## config.mk

```make
export PLATFORM = sky130hd
export DESIGN_NAME = clk_rst_ctrl_flat
export DESIGN_NICKNAME = d
export VERILOG_FILES = /design/src/rtl/clk_rst_pkg.sv /design/src/rtl/clk_rst_ctrl_if.sv /design/src/rtl/clk_rst_ctrl_sync_2ff.sv /design/src/rtl/clk_rst_ctrl.sv /design/src/flat_wrapper.sv
export SDC_FILE = /design/constraint.sdc
export NUM_CORES = 1
export LEC_CHECK = 0
export CELL_PAD_IN_SITES_DETAIL_PLACEMENT = 0
export CELL_PAD_IN_SITES_GLOBAL_PLACEMENT = 1
export CORE_UTILIZATION = 36
export CTS_BUF_LIST = sky130_fd_sc_hd__clkbuf_4 sky130_fd_sc_hd__clkbuf_8
export CTS_CLUSTER_DIAMETER = 100
export DETAILED_ROUTE_END_ITERATION = 10
export PLACE_DENSITY = 0.7
export SLEW_MARGIN = 20
export SYNTH_ARGS = -nofsm -noshare
export SYNTH_HDL_FRONTEND = slang
export SYNTH_SLANG_ARGS = --single-unit
export TNS_END_PERCENT = 10
```

## constraint.sdc

```tcl
create_clock -name sys_clk -period 2.55 [get_ports sys_clk]
set_input_delay 0.51 -clock sys_clk [delete_from_list [all_inputs] [get_ports sys_clk]]
set_output_delay 0.51 -clock sys_clk [all_outputs]
set_load 0.02 [all_outputs]
```

## src/rtl/clk_rst_pkg.sv

```systemverilog
// Shared types and sizing helpers for the MMCM reset/lock supervisor.
package clk_rst_pkg;

  typedef enum logic [2:0] {
    RST_MMCM  = 3'd0,
    WAIT_LOCK = 3'd1,
    STABLE    = 3'd2,
    RUN       = 3'd3,
    FAIL      = 3'd4
  } clk_rst_state_t;

  localparam int RETRY_W = 4;
  localparam int LOSS_W  = 8;

  // One spare bit so a counter can hold its terminal value without wrapping.
  function automatic int cnt_w(input int n);
    return $clog2(n) + 1;
  endfunction

endpackage

```

## src/rtl/clk_rst_ctrl_if.sv

```systemverilog
// Status/control bundle between the supervisor and its surroundings.
interface clk_rst_ctrl_if;
  import clk_rst_pkg::*;

  // soft_rst is a one-cycle request sampled on sys_clk; there is no ready,
  // the supervisor accepts it in every state. locked may change at any time.
  logic               locked;
  logic               soft_rst;
  logic               mmcm_rst;
  logic               user_rst_n;
  logic               fail;
  logic [RETRY_W-1:0] retry_cnt;
  logic [LOSS_W-1:0]  lock_loss_cnt;
  clk_rst_state_t     state;

  modport master (
    output locked, soft_rst,
    input  mmcm_rst, user_rst_n, fail, retry_cnt, lock_loss_cnt, state
  );

  modport slave (
    input  locked, soft_rst,
    output mmcm_rst, user_rst_n, fail, retry_cnt, lock_loss_cnt, state
  );

endinterface

```

## src/rtl/clk_rst_ctrl_sync_2ff.sv

```systemverilog
// Two-flop synchronizer for asynchronous level/status inputs.
module sync_2ff #(
  parameter int W = 1
) (
  input  logic         clk,
  input  logic         rst_n,
  input  logic [W-1:0] d,
  output logic [W-1:0] q
);

  logic [W-1:0] meta;

  always_ff @(posedge clk or negedge rst_n) begin
    if (!rst_n) begin
      meta <= '0;
      q    <= '0;
    end else begin
      meta <= d;
      q    <= meta;
    end
  end

endmodule

```

## src/rtl/clk_rst_ctrl.sv

```systemverilog
// MMCM reset/lock supervisor: pulses mmcm_rst, waits for a stable lock and
// then releases the fabric reset; retries on timeout and parks in FAIL.
module clk_rst_ctrl
  import clk_rst_pkg::*;
#(
  parameter int MMCM_RST_CYCLES = 16,
  parameter int LOCK_TIMEOUT    = 65536,
  parameter int STABLE_CYCLES   = 1024,
  parameter int MAX_RETRIES     = 4
) (
  input  logic          sys_clk,
  input  logic          rst_n,
  clk_rst_ctrl_if.slave bus
);

  // One shared timer, sized for the longest phase; it restarts on every entry.
  localparam int W_RST = cnt_w(MMCM_RST_CYCLES);
  localparam int W_TMO = cnt_w(LOCK_TIMEOUT);
  localparam int W_STB = cnt_w(STABLE_CYCLES);
  localparam int W_AB  = (W_RST > W_TMO) ? W_RST : W_TMO;
  localparam int TMR_W = (W_AB > W_STB) ? W_AB : W_STB;

  localparam logic [TMR_W-1:0]   RST_LAST    = TMR_W'(MMCM_RST_CYCLES - 1);
  localparam logic [TMR_W-1:0]   TMO_LAST    = TMR_W'(LOCK_TIMEOUT - 1);
  localparam logic [TMR_W-1:0]   STB_LAST    = TMR_W'(STABLE_CYCLES - 1);
  localparam logic [TMR_W-1:0]   TMR_ONE     = {{(TMR_W-1){1'b0}}, 1'b1};
  localparam logic [RETRY_W-1:0] RETRY_LIMIT = RETRY_W'(MAX_RETRIES);
  localparam logic [RETRY_W-1:0] RETRY_ONE   = {{(RETRY_W-1){1'b0}}, 1'b1};
  localparam logic [LOSS_W-1:0]  LOSS_ONE    = {{(LOSS_W-1){1'b0}}, 1'b1};

  clk_rst_state_t     state_q, state_nxt;
  logic [TMR_W-1:0]   timer_q, timer_nxt;
  logic [RETRY_W-1:0] retry_q, retry_nxt, retry_inc;
  logic [LOSS_W-1:0]  loss_q, loss_nxt;
  logic               mmcm_rst_q, mmcm_rst_nxt;
  logic               user_rst_n_q, user_rst_n_nxt;
  logic               fail_q, fail_nxt;
  logic               locked_s;

  sync_2ff #(.W(1)) u_lock_sync (
    .clk   (sys_clk),
    .rst_n (rst_n),
    .d     (bus.locked),
    .q     (locked_s)
  );

  always_ff @(posedge sys_clk or negedge rst_n) begin
    if (!rst_n) begin
      state_q      <= RST_MMCM;
      timer_q      <= '0;
      retry_q      <= '0;
      loss_q       <= '0;
      mmcm_rst_q   <= 1'b1;
      user_rst_n_q <= 1'b0;
      fail_q       <= 1'b0;
    end else begin
      state_q      <= state_nxt;
      timer_q      <= timer_nxt;
      retry_q      <= retry_nxt;
      loss_q       <= loss_nxt;
      mmcm_rst_q   <= mmcm_rst_nxt;
      user_rst_n_q <= user_rst_n_nxt;
      fail_q       <= fail_nxt;
    end
  end

  always_comb begin
    state_nxt = state_q;
    retry_nxt = retry_q;
    loss_nxt  = loss_q;
    retry_inc = retry_q + RETRY_ONE;
    if (bus.soft_rst) begin
      state_nxt = RST_MMCM;
      retry_nxt = '0;
    end else begin
      case (state_q)
        RST_MMCM: begin
          if (timer_q == RST_LAST) state_nxt = WAIT_LOCK;
        end
        WAIT_LOCK: begin
          // A lock seen in the timeout cycle still counts as a lock.
          if (locked_s) begin
            state_nxt = STABLE;
          end else if (timer_q == TMO_LAST) begin
            retry_nxt = retry_inc;
            state_nxt = (retry_inc == RETRY_LIMIT) ? FAIL : RST_MMCM;
          end
        end
        STABLE: begin
          if (!locked_s) begin
            state_nxt = WAIT_LOCK;
          end else if (timer_q == STB_LAST) begin
            state_nxt = RUN;
            retry_nxt = '0;
          end
        end
        RUN: begin
          if (!locked_s) begin
            state_nxt = RST_MMCM;
            if (loss_q != '1) loss_nxt = loss_q + LOSS_ONE;
          end
        end
        FAIL:    state_nxt = FAIL;
        default: state_nxt = RST_MMCM;
      endcase
    end

    if (bus.soft_rst || (state_nxt != state_q)) begin
      timer_nxt = '0;
    end else if (state_q inside {RST_MMCM, WAIT_LOCK, STABLE}) begin
      timer_nxt = timer_q + TMR_ONE;
    end else begin
      timer_nxt = timer_q;
    end
  end

  // Outputs follow the next state so they switch on the same edge as the state.
  always_comb begin
    mmcm_rst_nxt   = 1'b0;
    user_rst_n_nxt = 1'b0;
    fail_nxt       = 1'b0;
    case (state_nxt)
      RST_MMCM: mmcm_rst_nxt = 1'b1;
      RUN:      user_rst_n_nxt = 1'b1;
      FAIL: begin
        mmcm_rst_nxt = 1'b1;
        fail_nxt     = 1'b1;
      end
      default: ;
    endcase
  end

  assign bus.mmcm_rst      = mmcm_rst_q;
  assign bus.user_rst_n    = user_rst_n_q;
  assign bus.fail          = fail_q;
  assign bus.retry_cnt     = retry_q;
  assign bus.lock_loss_cnt = loss_q;
  assign bus.state         = state_q;

endmodule

```

## src/flat_wrapper.sv

```systemverilog
// flat-port wrapper written by rule: the top's interface ports become plain ports
module clk_rst_ctrl_flat import clk_rst_pkg::*;
#(
  parameter int MMCM_RST_CYCLES = 16,
  parameter int LOCK_TIMEOUT    = 65536,
  parameter int STABLE_CYCLES   = 1024,
  parameter int MAX_RETRIES     = 4
)
  (sys_clk, rst_n, bus_locked, bus_soft_rst, bus_mmcm_rst, bus_user_rst_n, bus_fail, bus_retry_cnt, bus_lock_loss_cnt, bus_state);
  clk_rst_ctrl_if bus_i ();
  input  logic sys_clk;
  input  logic rst_n;
  input wire logic [$bits(bus_i.locked)-1:0] bus_locked;
  input wire logic [$bits(bus_i.soft_rst)-1:0] bus_soft_rst;
  output wire logic [$bits(bus_i.mmcm_rst)-1:0] bus_mmcm_rst;
  output wire logic [$bits(bus_i.user_rst_n)-1:0] bus_user_rst_n;
  output wire logic [$bits(bus_i.fail)-1:0] bus_fail;
  output wire logic [$bits(bus_i.retry_cnt)-1:0] bus_retry_cnt;
  output wire logic [$bits(bus_i.lock_loss_cnt)-1:0] bus_lock_loss_cnt;
  output wire logic [$bits(bus_i.state)-1:0] bus_state;
  assign bus_i.locked = bus_locked;
  assign bus_i.soft_rst = bus_soft_rst;
  assign bus_mmcm_rst = bus_i.mmcm_rst;
  assign bus_user_rst_n = bus_i.user_rst_n;
  assign bus_fail = bus_i.fail;
  assign bus_retry_cnt = bus_i.retry_cnt;
  assign bus_lock_loss_cnt = bus_i.lock_loss_cnt;
  assign bus_state = bus_i.state;
  clk_rst_ctrl #(.MMCM_RST_CYCLES(MMCM_RST_CYCLES), .LOCK_TIMEOUT(LOCK_TIMEOUT), .STABLE_CYCLES(STABLE_CYCLES), .MAX_RETRIES(MAX_RETRIES)) u_core (.sys_clk(sys_clk), .rst_n(rst_n), .bus(bus_i));
endmodule
```

* Word level (Yosys, flattened, before mapping)
Cells that the tools add are included.
Storage, ports and cells: register bits 37, bits of input ports 4, memories 0, memory bits (read-only) 0, bits in latches 0, RAM bits 0, output and inout bits 18
Operators by class: magnitude comparators 0, $mul 0, bitwise logic cells 2, reductions and logical operators 9, eq/ne operators 16, divide/modulo/power cells 0, shifts and indexed selects 0, multiplexer cells 20, add/subtract/negate cells 3
Operators with widths (number):
- 17-bit 2-to-1 mux | 2
- 3-bit 2-to-1 mux | 8
- 4-bit 2-to-1 mux | 5
- 17-bit by 1-bit adder with 17-bit output (second input constant) | 1
- 17-bit by 10-bit equality test with 1-bit output (second input constant) | 1
- 17-bit by 16-bit equality test with 1-bit output (second input constant) | 1
- 17-bit by 4-bit equality test with 1-bit output (second input constant) | 1
- 3-bit one-hot mux with 5 select lines | 1
- 3-bit by 2-bit equality test with 1-bit output (second input constant) | 3
- 8-bit by 1-bit adder with 8-bit output (second input constant) | 1
- 8-bit inequality test (second input constant) | 1
- 4-bit one-hot mux with 2 select lines | 1
- 3-bit equality test (second input constant) | 2
- 3-bit zero test | 2
- 3-bit by 2-bit inequality test with 1-bit output (second input constant) | 2
- 3-bit inequality test (second input constant) | 2
- 3-bit nonzero test | 2
- 5-bit AND reduction | 1
- 4-bit by 1-bit adder with 4-bit output (second input constant) | 1
- 4-bit by 3-bit equality test with 1-bit output (second input constant) | 1
- 4-bit AND reduction | 1
- 3-bit by 1-bit equality test with 1-bit output (second input constant) | 1
- 1-bit 2-to-1 mux | 3
- 3-bit inequality test | 1
- 4 further kinds | 5

* Logic depth before layout (Yosys ltp)
Gate-level depths: netlist (run 1).
word-level depth 10, mapped depth 10

* Cells and area by module
A second synthesis (run 1) with hierarchy kept.
Unflattened totals: cells, all modules 183, area, all modules 1831.8 µm²
By module, submodules not included:
- clk_rst_ctrl | area each 1781.7 µm², seq. area each 877.1 µm², instances 1, cells each 181
- sync_2ff | area each 50.0 µm², seq. area each 50.0 µm², instances 1, cells each 2

* Worst setup path after synthesis (run 1)
No wires, ideal clock.
kind reg2reg, start reg u_core.timer_q[4], end reg u_core.timer_q[7], period minus slack after synthesis 2028 ps, setup slack 522 ps, arrival 1909 ps, stages on the path, launching flop included 11, setup time 119 ps, buffers on the path 1, required time 2431 ps, cell sequence dfrtp_1 -> nand4_1 -> nor2_1 -> nand2_1 -> nor3_1 -> ha_1 -> nor3_1 -> a21o_1 -> a22oi_4 -> buf_4 -> nor2_1
On the way: cells in the longest elaborated chain, start to end 8, elaborated cells between the ends (all ways) 16, classes of those cells 1 x add/sub; 4 x eq/ne; 9 x mux; 2 x reduce/logical
RTL lines:
- from (decl) | RTL line clk_rst_ctrl.sv:32 | logic [TMR_W-1:0] timer_q, timer_nxt;
- from (signal assigned) | RTL line clk_rst_ctrl.sv:58 | timer_q <= timer_nxt;
- 17-bit by 10-bit equality test with 1-bit output / 17-bit by 16-bit equality test with 1-bit output (equally long branches) | RTL line clk_rst_ctrl.sv:92, clk_rst_ctrl.sv:84
- 3-bit 2-to-1 mux (on tied branches) | RTL line clk_rst_ctrl.sv:92, clk_rst_ctrl.sv:84
- 3-bit 2-to-1 mux (on tied branches) | RTL line clk_rst_ctrl.sv:90, clk_rst_ctrl.sv:82
- 3-bit one-hot mux with 5 select lines | RTL line clk_rst_ctrl.sv:76 | case (state_q)
- 3-bit 2-to-1 mux | RTL line clk_rst_ctrl.sv:72 | if (bus.soft_rst) begin
- 3-bit inequality test | RTL line clk_rst_ctrl.sv:108 | if (bus.soft_rst || (state_nxt != state_q)) begin
- 1-bit logical OR | RTL line clk_rst_ctrl.sv:108
- 17-bit 2-to-1 mux / 2-bit nonzero test (equally long branches)
Parallel ways exist; a longest one is shown, timed or not. The select of a mux whose other input is x is not followed. A chain may end at the register's enable or synchronous reset.

* Worst setup path in the final report (run 1)
start reg u_core.timer_q[4], end reg u_core.user_rst_n_q, in the netlist u_core.bus.user_rst_n
On the way: cells in the longest elaborated chain, start to end 7, elaborated cells between the ends (all ways) 12, classes of those cells 4 x eq/ne; 8 x mux
RTL lines:
- 17-bit by 10-bit equality test with 1-bit output / 17-bit by 16-bit equality test with 1-bit output (equally long branches) | RTL line clk_rst_ctrl.sv:92, clk_rst_ctrl.sv:84
- 3-bit 2-to-1 mux (on tied branches) | RTL line clk_rst_ctrl.sv:92, clk_rst_ctrl.sv:84
- 3-bit 2-to-1 mux (on tied branches) | RTL line clk_rst_ctrl.sv:90, clk_rst_ctrl.sv:82
- 3-bit one-hot mux with 5 select lines * | RTL line clk_rst_ctrl.sv:76
- 3-bit 2-to-1 mux * | RTL line clk_rst_ctrl.sv:72
- named net u_core.state_nxt[0] | RTL line clk_rst_ctrl.sv:31 | clk_rst_state_t state_q, state_nxt;
- 3-bit by 2-bit equality test with 1-bit output * | RTL line clk_rst_ctrl.sv:122 | case (state_nxt)
- 1-bit 2-to-1 mux * | RTL line clk_rst_ctrl.sv:122
- named net u_core.user_rst_n_nxt | RTL line clk_rst_ctrl.sv:36 | logic user_rst_n_q, user_rst_n_nxt;
- to (signal assigned) | RTL line clk_rst_ctrl.sv:62 | user_rst_n_q <= user_rst_n_nxt;
- to (decl) | RTL line clk_rst_ctrl.sv:36
Mark *: on every way through the listed nets, which the timed path passes. The rest lies on a longest branch.

==> impl.org, run 1 <==
** Power
- Share of power burned in the clock network :: 47.8%
- Combinational cells account for 3.6% of the total power.
- Switching share of total power :: 19.0%
- Cell internal power was estimated by the tool at 0.000998 W.
- The analysis attributes to cell leakage a power of 1.00 nW.
- Reg power frac :: 48.5%
- For this design the ratio of total power to cell area is 537 nW/um^2.
- Sw Pwr :: 0.000234 W
- The worst-case IR drop observed on VDD is 298 uV.

** Critical path
- Number of buffers and inverters on the critical path :: 0
- Grouping stages by cell kind, the critical path spends the most delay in simple AND/OR/NAND/NOR gates.
- The worst setup path is captured at a register.
- In this run the worst path has a maximum fanout of 6.
- Walking the worst path, the cells encountered are nand4_1, nor2_1, nand2_1, nor3_1, ha_1, nor3_1, a21o_1, a22oi_1, a221oi_2, and2_1.
- The most numerous cell type found on the critical path is sky130_fd_sc_hd__nor3_1.
- The slowest stage of the critical path belongs to the cell sky130_fd_sc_hd__dfrtp_1.
- On the worst path, the slowest cell contributes a delay of 0.43 ns.
- For the worst setup path, the data required time is 2.72 ns.
- The worst setup path is launched from a register.
- Crit path DAT :: 2.44 ns
- Category of the most critical setup path :: reg2reg

** Clocking
- The cell sitting at the root of the clock tree is a sky130_fd_sc_hd__clkbuf_8.
- Buffers inserted during clock tree synthesis total 5.
- The longest clock path from root to sink contains 2 buffers.
- Quantity of hold-fixing buffers added after cts :: 0
- The clock net in this run drives a total of 37 sinks.
- Clock transition at the register clock pins on the worst setup and hold paths after CTS :: 0.07 ns
- TritonCTS built the clock tree.
- The H-tree was split into 2 levels.
- Clk_lat worst skew :: 0.28 ns

** Synthesis
- The commonest cells after synthesis are sky130_fd_sc_hd__dfrtp_1, sky130_fd_sc_hd__nor2_1, sky130_fd_sc_hd__nand2_1.
- In the post-synthesis netlist, the biggest area contributors are sky130_fd_sc_hd__dfrtp_1, sky130_fd_sc_hd__xor2_1, sky130_fd_sc_hd__nor2_1.
- The synthesized design devotes to its leading area cell type 49.0% of total area.
- Most area-hungry cell type in the Yosys netlist :: sky130_fd_sc_hd__dfrtp_1
- Flop and latch count out of synthesis :: 37
- The cell count after synthesis came out at 181.
- Averaged over all synthesized cells, the footprint is 10.2 sq um.
- Counting flops with a built-in enable in the synthesized netlist gives 0.
- Dominant register cell in the synthesized netlist :: sky130_fd_sc_hd__dfrtp_1
- Count of different cell masters after synthesis :: 44
- Share of async-settable or async-resettable flops after synthesis :: 100%
- YS warnings :: 0
- Count leader, synth :: sky130_fd_sc_hd__dfrtp_1
- Cell area after synthesis :: 1840 sq um
- Synth Net Count :: 189
- Sequential fraction of the synthesis area :: 50.4%

** Die
- Width of the chip :: 73.5 um
- Standard-cell row count :: 25
- Die outline area :: 5400 sq um
- In this run the vertical extent of the chip is 73.5 um.
- The initial utilization of the core area, before any placement, comes to 38.2%.
- Top Ports :: 22
- The total area inside the core boundary comes to 4820 sq um.

** Drt
- For this run, design rule violations remaining after detail routing come to 0.
- The first detailed-routing pass took 4 iterations.
- Using the TritonRoute via totals, the vias-per-cell ratio works out to 5.01.
- Dividing the detail-routed wire length by the instance count gives 13.5 um.
- The first routing iteration left 43 violations.
- The count of nets left with antenna violations once routing finished came out at 0.
- Vias :: 1394
- Total wire length :: 3760 um

** Layout
- Final #Nets :: 218
- For this run, the share of the core covered by cells in the final layout is 47.6%.
- The post-route netlist has 12.3% of its cells at a drive strength greater than 1.
- Synthesis-to-layout area growth :: 24.7%
- Once layout is done, the placed cells without fillers occupy 2290 sq um.
- Number of antenna cells inserted :: 0
- Excluding fillers, the count of instances in the completed layout stands at 278.

** GRT
- Wire length of the first global-routing pass :: 6150 um
- Vias in the first global route :: 1371
- For met1 alone, demand over resource in global routing was 18.9%.
- Met2 Use GR :: 24.8%
- Entering global routing, the biggest net connects 38 pins.
- Global routing used 3.84% of the available met3 tracks.
- Total overflow reported by the global router :: 0
- The number of antenna violations at the first check in global routing was 0.
- met2 is the most crowded layer.
- In the global route stage, overall resource usage came out at 15.0%.

** STA
- Final Max Slew Viols :: 0
- Max-slew headroom :: 64.5%
- Setup repair after global routing missed its margin :: no
- Static timing analysis puts the maximum clock frequency at 442 MHz.
- Clock period minus worst slack :: 2.26 ns
- Across the routed clock network, the largest skew measured is 0.00427 ns.
- At the pin with the least slew margin, the transition time is 0.532 ns.
- Setup TNS :: 0 ns
- Final hold violation count :: 0
- In the finished design, the share of the clock period the worst path needs comes to 88.8%.
- Setup violations remaining at the end of the flow were counted as 0.

** Placed design
- Number of I/O port buffers :: 21
- Detailed placement finished with a half-perimeter wire length of 2750 um.
- Including well taps, the total number of placed cells is 269.
- Routability-driven placement finished with a final weighted congestion of 0.818.
- Placement Cell Area :: 2140 sq um

** Run
- Across the run, the number of max-cap violations was 0.

** Outcome
- Outcome :: complete, no violations

** Hold path
- The worst hold path belongs to the class reg2reg.
## power by group through the flow
stage          clock, W  combinational (W)  sequential (W)
2_1_floorplan         0          0.0000183        0.000608
5_1_grt        0.000630          0.0000510        0.000598
4_1_cts        0.000607          0.0000422        0.000598
6_report       0.000589          0.0000445        0.000598
3_5_place_dp          0          0.0000421        0.000609
3_3_place_gp          0          0.0000397        0.000609
## worst paths after layout
check / start / endpoint / slack (ns) / cells past startpoint
min in group asynchronous: rst_n / u_core.timer_q[7]$_DFFE_PN0P_ / 0.64 / 2
hold reg to reg: u_core.u_lock_sync.meta$_DFF_PN0_ / u_core.u_lock_sync.q$_DFF_PN0_ / 0.35 / 0
hold / removal: u_core.u_lock_sync.meta$_DFF_PN0_ / u_core.u_lock_sync.q$_DFF_PN0_ / 0.35 / 0
setup / recovery: u_core.timer_q[4]$_DFFE_PN0P_ / u_core.bus.user_rst_n$_DFF_PN0_ / 0.29 / 10
setup reg to reg: u_core.timer_q[4]$_DFFE_PN0P_ / u_core.bus.user_rst_n$_DFF_PN0_ / 0.29 / 10
max in group asynchronous: rst_n / u_core.bus.mmcm_rst$_DFF_PN1_ / 1.55 / 2
## metal layers
layer / routed length, um / up-vias
met1: 1820 / 684
met4: 35 / 0
met2: 1780 / 15
met5: 0 / -
met3: 126 / 4
li1: - / 691
## cell usage in the layout (no fill, tap or decap), drive strengths merged, types with 3 or more instances in the layout
| cell type | instances |
|---|---|
| a21oi | 3 |
| and3 | 3 |
| buf | 6 |
| clkbuf | 5 |
| clkdlybuf4s50 | 21 |
| dfrtp | 36 |
| ha | 4 |
| inv | 3 |
| nand2 | 21 |
| nand3 | 10 |
| nand4 | 8 |
| nor2 | 25 |
| nor3 | 6 |
| o21ai | 6 |
| or4 | 3 |
| xnor2 | 9 |
| xor2 | 14 |
## stage by stage
step / setup WS (ns) / power, W / hold WS [ns]
2_1_floorplan: 0.522 / 0.000626 / 0.214
3_3_place_gp: 0.350 / 0.000649 / 0.335
3_5_place_dp: 0.225 / 0.000651 / 0.336
4_1_cts: 0.196 / 0.00125 / 0.353
5_1_grt: 0.0887 / 0.00128 / 0.360
6_report: 0.286 / 0.00123 / 0.352
## registers in the layout (all words and copies together), names as in the netlist
register                  count
u_core.timer_q               17
u_core.bus.lock_loss_cnt      8
u_core.bus.retry_cnt          4
u_core.bus.state              3
u_core.bus.fail               1
u_core.bus.mmcm_rst           1
u_core.bus.user_rst_n         1
u_core.u_lock_sync.meta       1
u_core.u_lock_sync.q          1
## cell type report
class / instances / area (sq um)
Clock inverter: 3 / 65.1
Timing Repair Buffer: 27 / 268
Clock buffer: 5 / 68.8
Multi-Input combinational cell: 136 / 870
Fill cell: 449 / 2520
Inverter: 3 / 11.3
Sequential cell: 37 / 927
Tap cell: 67 / 83.8
## kinds of logic (layout without fill, tap and decap cells)
group	after synthesis	count (layout)	synth area share, %
mux	1	1	0.544
simple gates	89	89	24.7
fa+ha+maj	4	4	2.72
buf+inv	8	38	2.31
compound gates	19	19	8.37
flops	37	37	50.4
xor+xnor	23	23	11.0
## repair_timing
action | CTS | global route
setup buffers | 0 | 1
endpoints found under the hold margin | 0 | 0
setup endpoints to repair | 0 | 7
gates resized for setup | 0 | 0
Power figures use the tool's default switching activity.
==> inputs of run 2 (changes only) <==
--- a/config.mk
+++ b/config.mk
@@ -7,6 +7,7 @@
 export LEC_CHECK = 0
 export CELL_PAD_IN_SITES_DETAIL_PLACEMENT = 0
 export CELL_PAD_IN_SITES_GLOBAL_PLACEMENT = 1
+export CORE_MARGIN = 2
 export CORE_UTILIZATION = 36
 export CTS_BUF_LIST = sky130_fd_sc_hd__clkbuf_4 sky130_fd_sc_hd__clkbuf_8
 export CTS_CLUSTER_DIAMETER = 100
==> run 2 against run 1 <==
Effect of this change: non-clock buffer count fell by 2; combinational power rose by 1%; clock skew rose by 0.0028 ns; critical path type unchanged.
==> impl.org, run 2 (synthesized netlist as in run 1, its figures left out) <==
** Drt
- Vias :: 1375 (-1.4%)
- DRC violation count after routing :: 0 (unchanged)
- Average vias per placed instance :: 4.93 (-1.7%)
- Post-detailed-route count of antenna-violating nets :: 0 (unchanged)
- Starting DRT DRC Count :: 74 (+72%)
- Average wire length per cell after detail routing :: 13.0 um (-4.3%)
- The final wirelength came to 3610 um (-4.0%).
- Number of iterations in the first detailed-routing pass :: 4 (unchanged)

** Layout
- From synthesis to final layout, the design area changed by 21.5%.
- The fraction of layout cells with a size suffix above 1 is 11.5% (-0.84 points).
- Register ranked first by flip-flop count :: u_core.timer_q
- The flip-flop count of the largest register after layout was 17 (unchanged).
- The antenna cell count came to 0 (unchanged).
- Most common library cell in the layout ignoring fill and taps :: sky130_fd_sc_hd__dfrtp_1
- The final standard cell utilization of the core is 44.6% (-3.0 points).
- Leaving out fill and tap cells, the most frequent cells in the layout are sky130_fd_sc_hd__dfrtp_1, sky130_fd_sc_hd__nor2_1, sky130_fd_sc_hd__nand2_1, sky130_fd_sc_hd__clkdlybuf4s50_1, sky130_fd_sc_hd__xor2_1.
- Final #Nets :: 216 (-0.92%)

** Placed design
- Final RePlAce weighted congestion :: 0.710 (-13%)
- The estimated wirelength of the detail-placed design is 2630 um (-4.3%).
- Number of I/O port buffers :: 21 (unchanged)
- The post-place setup slack was 0.209 ns (-0.0165 ns).

** STA
- PnR worst setup slack :: 0.301 ns (+0.0143 ns)
- Final hold slack :: 0.355 ns (+0.00295 ns)
- The clock tree skew after final layout is 0.00710 ns (+0.00283 ns).
- Max-slew headroom :: 63.0% (-1.5 points)
- The max-slew violation count came to 0 (unchanged).
- Setup-failing EPs final :: 0 (unchanged)
- Setup repair after global routing left no endpoint under its margin.
- Final hold violation count :: 0 (unchanged)
- The slew at the pin closest to its max-slew limit came to 0.555 ns (+0.0222 ns).
- Final critical-path share of the clock period :: 88.2% (-0.56 points)
- The minimum clock period after layout is 2.25 ns (-0.0143 ns).
- Setup TNS :: 0 ns (unchanged)
- Fmax :: 445 MHz (+0.64%)

** Clocking
- The clock transition time at the flip-flop clock pins of the worst setup and hold paths was 0.07 ns (about the same).
- TritonCTS built the clock tree.
- Number of CTS-inserted buffers :: 5 (unchanged)
- The quantity of gates resized following cts came to 0 (unchanged).
- The number of H-tree levels is 2 (unchanged).
- Maximum buffer depth of the clock tree :: 2 (unchanged)
- Root buffer cell :: sky130_fd_sc_hd__clkbuf_8
- Clock sinks :: 37 (unchanged)
- Clk_lat worst skew :: 0.28 ns (about the same)

** Outcome
- Outcome :: complete, no violations

** Power
- The internal power of the cells was 0.000798 W (-20%).
- The proportion of power drawn by flip-flops and latches came to 57.8% (+9.3 points).
- The net switching fraction of the power came to 22.9% (+4.0 points).
- Share of power burned in the clock network :: 37.9% (-9.9 points)
- Reported leakage power :: 0.968 nW (-3.5%)
- Power per unit of standard cell area :: 463 nW/um^2 (-14%)
- The switching power total came to 0.000237 W (+1.6%).
- The maximum resistive drop on vdd was 284 uV (-4.4%).
- Logic gate share of total power :: 4.3% (+0.7 points)

** GRT
- The largest net degree at the start of global routing came to 38 (unchanged).
- Wire length of the first global-routing pass :: 6030 um (-1.9%)
- Vias in the first global route :: 1299 (-5.3%)
- Total overflow reported by the global router :: 0 (unchanged)
- Antenna violations before repair :: 0 (unchanged)
- The global-route usage over all layers is 14.1% (-0.96 points).

** Die
- Width of the chip :: 75.5 um (+2.7%)
- Initial core utilization :: 36.7% (-1.5 points)
- The height of the die came to 75.5 um (+2.7%).
- The full die area was 5700 sq um (+5.5%).
- The number of placement rows was 26 (+4.0%).
- The number of top-level pins is 22 (unchanged).
- Floorplan core area :: 5010 sq um (+4.0%)

** Critical path
- The largest individual stage delay along the critical path comes from the cell sky130_fd_sc_hd__dfrtp_1.
- The required arrival time at the worst endpoint was 2.73 ns (about the same).
- The depth of the critical timing path with buffers and inverters included was 10 (unchanged).
- The signal on the critical path passes through nand4_1, nor2_1, nand2_1, nor3_1, ha_1, nor3_1, a21o_1, a22oi_1, a221oi_2, and2_1.
- The data arrival time of the critical path is 2.43 ns (about the same).
- STA classifies the critical path endpoint as a register.
- Worst stage delay on the critical path :: 0.43 ns (about the same)
- Most numerous cell on the critical path :: sky130_fd_sc_hd__nor3_1
- Worst reg-to-reg path cell count :: 10 (unchanged)
- The count of buffer and inverter cells on the critical path was 0 (unchanged).
- The worst setup path is launched from a register.
- Category of the most critical setup path :: reg2reg
- Critical path's top delay family :: simple AND/OR/NAND/NOR gates
- Critical path peak fanout :: 6 (unchanged)

** Hold path
- The number of stages on the worst hold path was 0 (unchanged).
- Worst hold path class :: reg2reg

** Run
- The count of maximum capacitance violations is 0 (unchanged).
run 2: cell types whose count changed in the layout (fill, tap and decap cells not counted):
cell and delta:
sky130_fd_sc_hd__buf_4 -2, sky130_fd_sc_hd__bufinv_16 -2, sky130_fd_sc_hd__clkinv_2 +1, sky130_fd_sc_hd__clkinvlp_4 +1
run 2: layout make-up:
cell class	instances	area, sq um
clock inverter	3	17.5
sequential	37	927
tap	70	87.6
clock buffer	5	68.8
inverter	3	11.3
fill	481	2780
timing repair buffer	25	253
multi-input combinational	136	870
run 2: metrics by stage:
stage | power, W | std cells | instance area [sq um]
2_1_floorplan | 0.000626 | 181 | 1840
3_3_place_gp | 0.000649 | 270 | 2130
3_5_place_dp | 0.000652 | 270 | 2130
4_1_cts | 0.00105 | 278 | 2210
5_1_grt | 0.00108 | 279 | 2230
6_report | 0.00104 | 279 | 2230
run 2: final timing paths:
kind	start	endpoint	slack [ns]
worst max-delay path	u_core.timer_q[4]$_DFFE_PN0P_	u_core.bus.user_rst_n$_DFF_PN0_	0.30
worst min-delay path	u_core.u_lock_sync.meta$_DFF_PN0_	u_core.u_lock_sync.q$_DFF_PN0_	0.35
worst max register to register	u_core.timer_q[4]$_DFFE_PN0P_	u_core.bus.user_rst_n$_DFF_PN0_	0.30
worst min register to register	u_core.u_lock_sync.meta$_DFF_PN0_	u_core.u_lock_sync.q$_DFF_PN0_	0.35
max in group asynchronous	rst_n	u_core.bus.mmcm_rst$_DFF_PN1_	1.57
min in group asynchronous	rst_n	u_core.timer_q[0]$_DFFE_PN0P_	0.65
run 2: power by group through the flow:
stage,clock [W],combinational [W],sequential (W)
after floorplan,0,0.0000183,0.000608
after global placement,0,0.0000401,0.000609
after detailed placement,0,0.0000425,0.000609
after CTS,0.000409,0.0000428,0.000598
after global routing,0.000434,0.0000503,0.000598
final,0.000392,0.0000450,0.000598
run 2: metal layers:
metal	wire (um)	global-route usage, %	up-vias
met5	0	0	-
met4	40	4.68	0
met3	158	4.63	4
met2	1670	20.5	27
met1	1740	19.8	664
li1	-	-	680
run 2: what timing repair did:
item	in CTS	in global routing
hold endpoints to repair	0	0
buffers inserted	0	1
endpoints found under the setup margin	0	8
hold buffers	0	0
run 2: worst register-to-register path, cell delays in order (launching register included):
cell                       delay [ns]
sky130_fd_sc_hd__dfrtp_1         0.43
sky130_fd_sc_hd__nand4_1         0.19
sky130_fd_sc_hd__nor2_1          0.24
sky130_fd_sc_hd__nand2_1         0.08
sky130_fd_sc_hd__nor3_1          0.18
sky130_fd_sc_hd__ha_1            0.27
sky130_fd_sc_hd__nor3_1          0.07
sky130_fd_sc_hd__a21o_1          0.21
sky130_fd_sc_hd__a22oi_1         0.22
sky130_fd_sc_hd__a221oi_2        0.12
sky130_fd_sc_hd__and2_1          0.16
